<file path="src/rtl/llmint8_outlier_scheduler.sv">
// Tile buffer and column-wise outlier classifier feeding the int8/fp16 split.
// A tile of ROWS beats is captured while the outlier mask is built, then replayed with that mask.
module llmint8_outlier_scheduler #(
    parameter int IN_WIDTH      = 16,
    parameter int IN_FRAC_WIDTH = 0,
    parameter int THRES         = 127,
    parameter int IN_SIZE       = 4,
    parameter int ROWS          = 4
) (
    input  logic                              clk,
    input  logic                              rst,
    input  logic [IN_SIZE-1:0][IN_WIDTH-1:0]  data_in,
    input  logic                              data_in_valid,
    output logic                              data_in_ready,
    output logic [IN_SIZE-1:0][IN_WIDTH-1:0]  data_out,
    output logic [IN_SIZE-1:0]                outlier_mask,
    output logic                              data_out_last,
    output logic                              data_out_valid,
    input  logic                              data_out_ready,
    output logic                              dbg_state_o
);

    // Handshakes: a beat moves on a port only in a cycle where its valid and ready are both high;
    // valid never depends on ready, and an offered output beat is held until it is taken.

    localparam int IN_INT_WIDTH = IN_WIDTH - IN_FRAC_WIDTH;
    localparam int CNT_W        = (ROWS > 2) ? $clog2(ROWS) : 1;
    localparam logic [CNT_W-1:0] LAST_ROW = CNT_W'(ROWS - 1);

    if (IN_WIDTH - IN_FRAC_WIDTH <= 1) begin : g_chk_width
        $fatal(1, "IN_WIDTH-IN_FRAC_WIDTH must exceed 1");
    end
    if (THRES <= 0) begin : g_chk_thres
        $fatal(1, "THRES must be positive");
    end
    if (ROWS < 2) begin : g_chk_rows
        $fatal(1, "ROWS must be at least 2");
    end
    if (IN_SIZE < 1) begin : g_chk_size
        $fatal(1, "IN_SIZE must be at least 1");
    end

    typedef enum logic {
        SCAN = 1'b0,
        EMIT = 1'b1
    } state_t;

    state_t                              state_q, state_d;
    logic [CNT_W-1:0]                    wr_cnt_q, wr_cnt_d;
    logic [CNT_W-1:0]                    rd_cnt_q, rd_cnt_d;
    logic [IN_SIZE-1:0]                  mask_q, mask_d;
    logic [IN_SIZE-1:0][IN_WIDTH-1:0]    tile_q [ROWS];
    logic [IN_SIZE-1:0]                  outlier_vec;
    logic                                accept;

    // Magnitude is one bit wider than the integer part so the most negative value cannot wrap.
    for (genvar i = 0; i < IN_SIZE; i++) begin : g_lane
        logic [IN_INT_WIDTH:0] int_ext;
        logic [IN_INT_WIDTH:0] mag;
        always_comb begin
            int_ext = {data_in[i][IN_WIDTH-1], data_in[i][IN_WIDTH-1:IN_FRAC_WIDTH]};
            mag     = int_ext[IN_INT_WIDTH] ? (~int_ext + 1'b1) : int_ext;
        end
        assign outlier_vec[i] = (64'(mag) > 64'(THRES));
    end

    assign accept      = data_in_valid && (state_q == SCAN);
    assign dbg_state_o = (state_q == EMIT);

    always_ff @(posedge clk or negedge rst) begin
        if (!rst) begin
            state_q  <= SCAN;
            wr_cnt_q <= '0;
            rd_cnt_q <= '0;
            mask_q   <= '0;
        end else begin
            state_q  <= state_d;
            wr_cnt_q <= wr_cnt_d;
            rd_cnt_q <= rd_cnt_d;
            mask_q   <= mask_d;
        end
    end

    // Buffer contents are meaningless until a full tile has been written, so no reset is needed.
    always_ff @(posedge clk) begin
        if (accept) begin
            tile_q[wr_cnt_q] <= data_in;
        end
    end

    always_comb begin
        state_d        = state_q;
        wr_cnt_d       = wr_cnt_q;
        rd_cnt_d       = rd_cnt_q;
        mask_d         = mask_q;
        data_in_ready  = 1'b0;
        data_out_valid = 1'b0;
        data_out       = '0;
        outlier_mask   = '0;
        data_out_last  = 1'b0;
        case (state_q)
            SCAN: begin
                data_in_ready = 1'b1;
                if (data_in_valid) begin
                    mask_d = mask_q | outlier_vec;
                    if (wr_cnt_q == LAST_ROW) begin
                        wr_cnt_d = '0;
                        rd_cnt_d = '0;
                        state_d  = EMIT;
                    end else begin
                        wr_cnt_d = wr_cnt_q + 1'b1;
                    end
                end
            end
            EMIT: begin
                data_out_valid = 1'b1;
                data_out       = tile_q[rd_cnt_q];
                outlier_mask   = mask_q;
                data_out_last  = (rd_cnt_q == LAST_ROW);
                if (data_out_ready) begin
                    if (rd_cnt_q == LAST_ROW) begin
                        rd_cnt_d = '0;
                        mask_d   = '0;
                        state_d  = SCAN;
                    end else begin
                        rd_cnt_d = rd_cnt_q + 1'b1;
                    end
                end
            end
            default: state_d = SCAN;
        endcase
    end

endmodule

</file>
<file path="config.mk">
export PLATFORM = sky130hd
export DESIGN_NAME = llmint8_outlier_scheduler
export DESIGN_NICKNAME = d
export VERILOG_FILES = /design/src/rtl/llmint8_outlier_scheduler.sv
export SDC_FILE = /design/constraint.sdc
export NUM_CORES = 1
export LEC_CHECK = 0
export CORE_ASPECT_RATIO = 1.4
export CORE_MARGIN = 2
export CORE_UTILIZATION = 51
export DETAILED_ROUTE_END_ITERATION = 8
export PLACE_DENSITY = 0.82
export REMOVE_ABC_BUFFERS = 1
export SYNTH_ARGS = -nofsm -noshare
export SYNTH_HDL_FRONTEND = slang
export SYNTH_SLANG_ARGS = --single-unit
export TNS_END_PERCENT = 50
</file>
<file path="constraint.sdc">
create_clock -name clk -period 3.04 [get_ports clk]
set_input_delay 0.608 -clock clk [delete_from_list [all_inputs] [get_ports clk]]
set_output_delay 0.608 -clock clk [all_outputs]
set_load 0.02 [all_outputs]
</file>
# After elaboration in Yosys (flattened, before gate mapping)

Memories as Yosys holds them, arrays and structs flattened.
Cells that the tools add are included.

Memories kept: 1
RAM bits: 256
Bits of input ports: 68
Output and inout bits: 72
Register bits after elaboration: 9
Word-level logic and storage cells: 57

Bitwise logic cells: 6
Add/sub/neg operators: 6
Reductions and logical operators: 4
Muxes and demuxes: 26
Magnitude comparators: 4
Equal/unequal tests: 6

Memories:

| name   | words | width | rd ports | clocked after memory_dff | write ports | RTL line | source |
|---|---|---|---|---|---|---|---|
| tile_q | 4     | 64    | 1        | 0                        | 1           | 52       | `logic [IN_SIZE-1:0][IN_WIDTH-1:0] tile_q [ROWS];` |

Operators with widths:

| kind                    | number |
|---|---|
| $add A17 B1 Y17 const B | 4 |
| $gt A17 B7 Y1 const B   | 4 |
| $mux W17                | 4 |
| $not A17 Y17            | 4 |
| $mux W64                | 1 |
| $mux W4                 | 4 |
| $mux W2                 | 5 |
| $mux W1                 | 9 |
| $pmux W4 S2             | 1 |
| $reduce_and A3 Y1       | 2 |
| $add A2 B1 Y2 const B   | 2 |
| $eq A2 B2 Y1 const B    | 2 |
| $ne A2 B1 Y1 const B    | 2 |
| $ne A2 B2 Y1 const B    | 2 |
| $or A4 B4 Y4            | 1 |
| $pmux W2 S2             | 1 |
| $pmux W1 S2             | 1 |
| $reduce_and A2 Y1       | 1 |
| $logic_and A1 B1 Y1     | 1 |
| $not A1 Y1              | 1 |

# Logic depth before layout (Yosys ltp)

Word-level depth: 7
Depth in mapped cells: 7
Mapped depth without buffers: 7

# Worst setup path after synthesis

No wires, ideal clock.

Path kind: input to register
Start point: input data_in_valid
End point: memory tile_q[2][0] in the netlist's numbering (enable)
Slack: 0.119 ns
Buffers on the path: 1
Stages on the path: 3
Data required time: 2.611 ns
Library setup time: 0.429 ns
Data arrival time: 2.492 ns
Path through: nor2b_1 clkbuf_1 and2_1

Longest elaborated chain between the ends: 3

Ends and longest elaborated chain:

| what                          | RTL line | source |
|---|---|---|
| start: declaration            | 13       | `input logic data_in_valid,` |
| $logic_and A1 B1 Y1           | 67       | `assign accept = data_in_valid && (state_q == SCAN);` |
| $mux W1                       | 86       | `if (accept) begin` |
| $mux W1 (implied by the code) | 87       | `tile_q[wr_cnt_q] <= data_in;` |
| end: declaration              | 52       |  |

No other way between the ends.

==> flow_metrics.tcl <==
set metrics [dict create \
    grt_pass1_wl_um 36600 \
    max_stage_delay_ns 0.50 \
    p_leak_nw 4.79 \
    start_util 0.517 \
    ys_ff_latch 265 \
    core-area_mm2 0.0217 \
    p_int_mw 8.09 \
    grt_max_degree 49 \
    fillers 1519 \
    power_density_mw_per_mm2 838 \
    timing.hold.ws_ns 0.468 \
    clk_transition_reported_paths_ns 0.07 \
    diodes 0 \
    synthCells 639 \
    crit_path_start_kind "flip-flop" \
    drv_slew 0 \
    final_common_cell "edfxtp_1" \
    syn_area_mm2 0.0112 \
    min_path_type "input port to async pin" \
    power.switching_mw 3.62 \
    dr.pass1.iters 5 \
    seqPwrFrac 0.408 \
    grt-ovfl-total 0 \
    cts_tree "yes" \
    syn2layout_area_growth_pct 24.5 \
    critPathMostFrequentCell "buf_12" \
    critPathMaxFanout 18 \
    crit_slowest_cell "mux4_2" \
    post-route-min-period_ns 2.93 \
    pwr-share-comb 0.357 \
    antenna_left 0 \
    place.gp.congestion 0.792 \
    critPathArrivalTime_ns 2.32 \
    power_frac_clock 0.235 \
    detail_route.drc_violations 0 \
    multiInputGateArea_mm2 0.00314 \
    synth.area.top_cells "edfxtp_1, mux4_2, and2_1" \
    grt_usage 0.204 \
    synth_edf_count 256 \
    synth_top_area_frac 0.685 \
    crit_chain "buf_12 -> buf_12 -> mux4_2 -> and2_1 -> dlygate4sd2_1" \
    max_cap_violations 0 \
    fp.dieW_um 129 \
    cts_max_path_buffers 3 \
    hold_buffers 0 \
    ir_drop_uv 657 \
    drt_iter0_markers 403 \
    async_flop_share 0.0340 \
    p_sw_frac 0.309 \
    clock_latency_ns 0.51 \
    synth_flop_cell "edfxtp_1" \
    rows 64 \
    die_area_mm2 0.0232 \
    ys_seq_area_frac 0.705 \
    worstSetupEndpointType "output port" \
    cts_made_buffers 24 \
    skew_ns 0.0110 \
    nets 885 \
    syn_area_per_cell_um2 17.6 \
    place_area_mm2 0.0133 \
    fin_crit_sh 0.964 \
    synth_warnings 0 \
    finalPower_mw 11.7 \
    wirelength_um 23400 \
    slew_headroom 0.602 \
    vias_per_cell 5.64 \
    seq_area_mm2 0.00792 \
    run_status "complete, no violations" \
    synth_area_leader_cell "edfxtp_1" \
    worstMarginPinSlew_ns 0.593 \
    synth_cell_types 58 \
    drive_gt1_frac 0.182 \
    wl_per_cell_um 20.9 \
    final_cell_mix "edfxtp_1, clkdlybuf4s50_1, and2_1" \
    critical_path_class "flip-flop to output port" \
    cts_htree_levels 1 \
    hold_viol_final 0 \
    die_y_um 180 \
    setup_viol 0 \
    final_area_mm2 0.0140 \
    clock_sinks 265 \
    num_io_pins 140 \
    vias 6325 \
    grt_pass1_vias 6596 \
    antenna_found_initial 1 \
    fmax_mhz 341 \
    crit_required_ns 2.43 \
    rsz0062_at_grt "no" \
    numPortBuffers 139 \
    root_buffer "clkbuf_16" \
    dp_hpwl_um 15000 \
]
## power groups by stage
stage	logic (mW)	clock network, mW	registers, mW
final	4.18	2.75	4.78
after CTS	4.21	2.80	4.81
after detailed placement	4.42	0	4.87
after floorplan	2.25	0	5.13
after global placement	4.37	0	4.83
after global routing	4.48	2.95	4.82
## registers in the layout, indices dropped and copies added (netlist names)
name         cells
mask_q           4
dbg_state_o      1
rd_cnt_q         2
tile_q         256
wr_cnt_q         2
## cells by family (layout without fill, tap and decap cells)
logic type	after synthesis	count (layout)	share of synthesized area
compound gates	62	62	0.0381
mux	65	65	0.129
simple gates	189	189	0.0989
fa+ha+maj	9	9	0.0100
buf+inv	46	232	0.0164
xor+xnor	3	3	0.00234
flops	265	265	0.705
## critical path, delay by kind of cell (launching register included)
kind                   cells  cell delay (ns)
buffers and inverters      3             0.65
multiplexers               1             0.50
flip-flops                 1             0.45
AND/OR/NAND/NOR            1             0.20
## cell usage after synthesis, types with 2 or more instances
cell,number
clkbuf_1,17
nand2_1,14
a311oi_1,2
nand4b_1,4
or2_2,2
mux4_2,64
or4_1,5
inv_1,17
buf_1,5
nand3_1,18
a31oi_1,6
or3_1,5
a21o_1,2
o32a_1,2
nor4_1,13
dfrtp_1,9
o31ai_1,3
and2_1,74
nand4_1,5
nor2_1,17
edfxtp_1,256
o22ai_1,2
nor2b_1,5
o21ai_0,12
a41oi_1,3
buf_2,6
a2111oi_0,2
ha_1,9
a21oi_1,12
nand2b_1,3
nor3_1,12
o21bai_1,3
nor3b_1,2
xor2_1,2
and3_1,3
## routing by layer
layer,global-route usage,share of wire,vias to the layer above
met4,0.0522,0.021,2
met1,0.254,0.38,3183
li1,-,-,2910
met2,0.372,0.54,192
met5,0,0.00030,-
met3,0.0292,0.051,38
## per-stage QoR
stage / setup slack [ns] / setup TNS [ns] / util / cells
5_1_grt: 0.0253 / 0 / 0.644 / 1122
6_report: 0.111 / 0 / 0.644 / 1122
2_1_floorplan: -1.05 / -172.73 / - / 610
4_1_cts: 0.00426 / 0 / 0.643 / 1121
3_3_place_gp: 0.206 / 0 / 0.611 / 1074
3_5_place_dp: 0.154 / 0 / 0.611 / 1074
## layout make-up
type	instances	share of cell area
Timing Repair Buffer	172	0.127
Inverter	17	0.00457
Clock inverter	14	0.00537
Tap cell	297	0.0266
Multi-Input combinational cell	328	0.224
Clock buffer	29	0.0458
Sequential cell	265	0.567
## what timing repair did
| item | 4_1_cts | 5_1_grt |
|---|---|---|
| buffers inserted | 3 | 1 |
| setup endpoints to repair | 38 | 5 |
| hold endpoints to repair | 0 | 0 |
| cloned | 1 | 0 |
| gates resized for setup | 71 | 0 |
## worst paths after layout
kind / cells past startpoint / startpoint / slack (ns) / to
setup / recovery: 5 / rd_cnt_q[0] / 0.11 / data_out[27]
hold / removal: 1 / rst / 0.47 / wr_cnt_q[0]
setup reg to reg: 4 / dbg_state_o / 0.80 / tile_q[1][42]
hold reg to reg: 2 / mask_q[2] / 0.61 / mask_q[2]
max in group asynchronous: 1 / rst / 2.13 / rd_cnt_q[0]
min in group clk: 2 / mask_q[2] / 0.61 / mask_q[2]
Power figures use the tool's default switching activity.
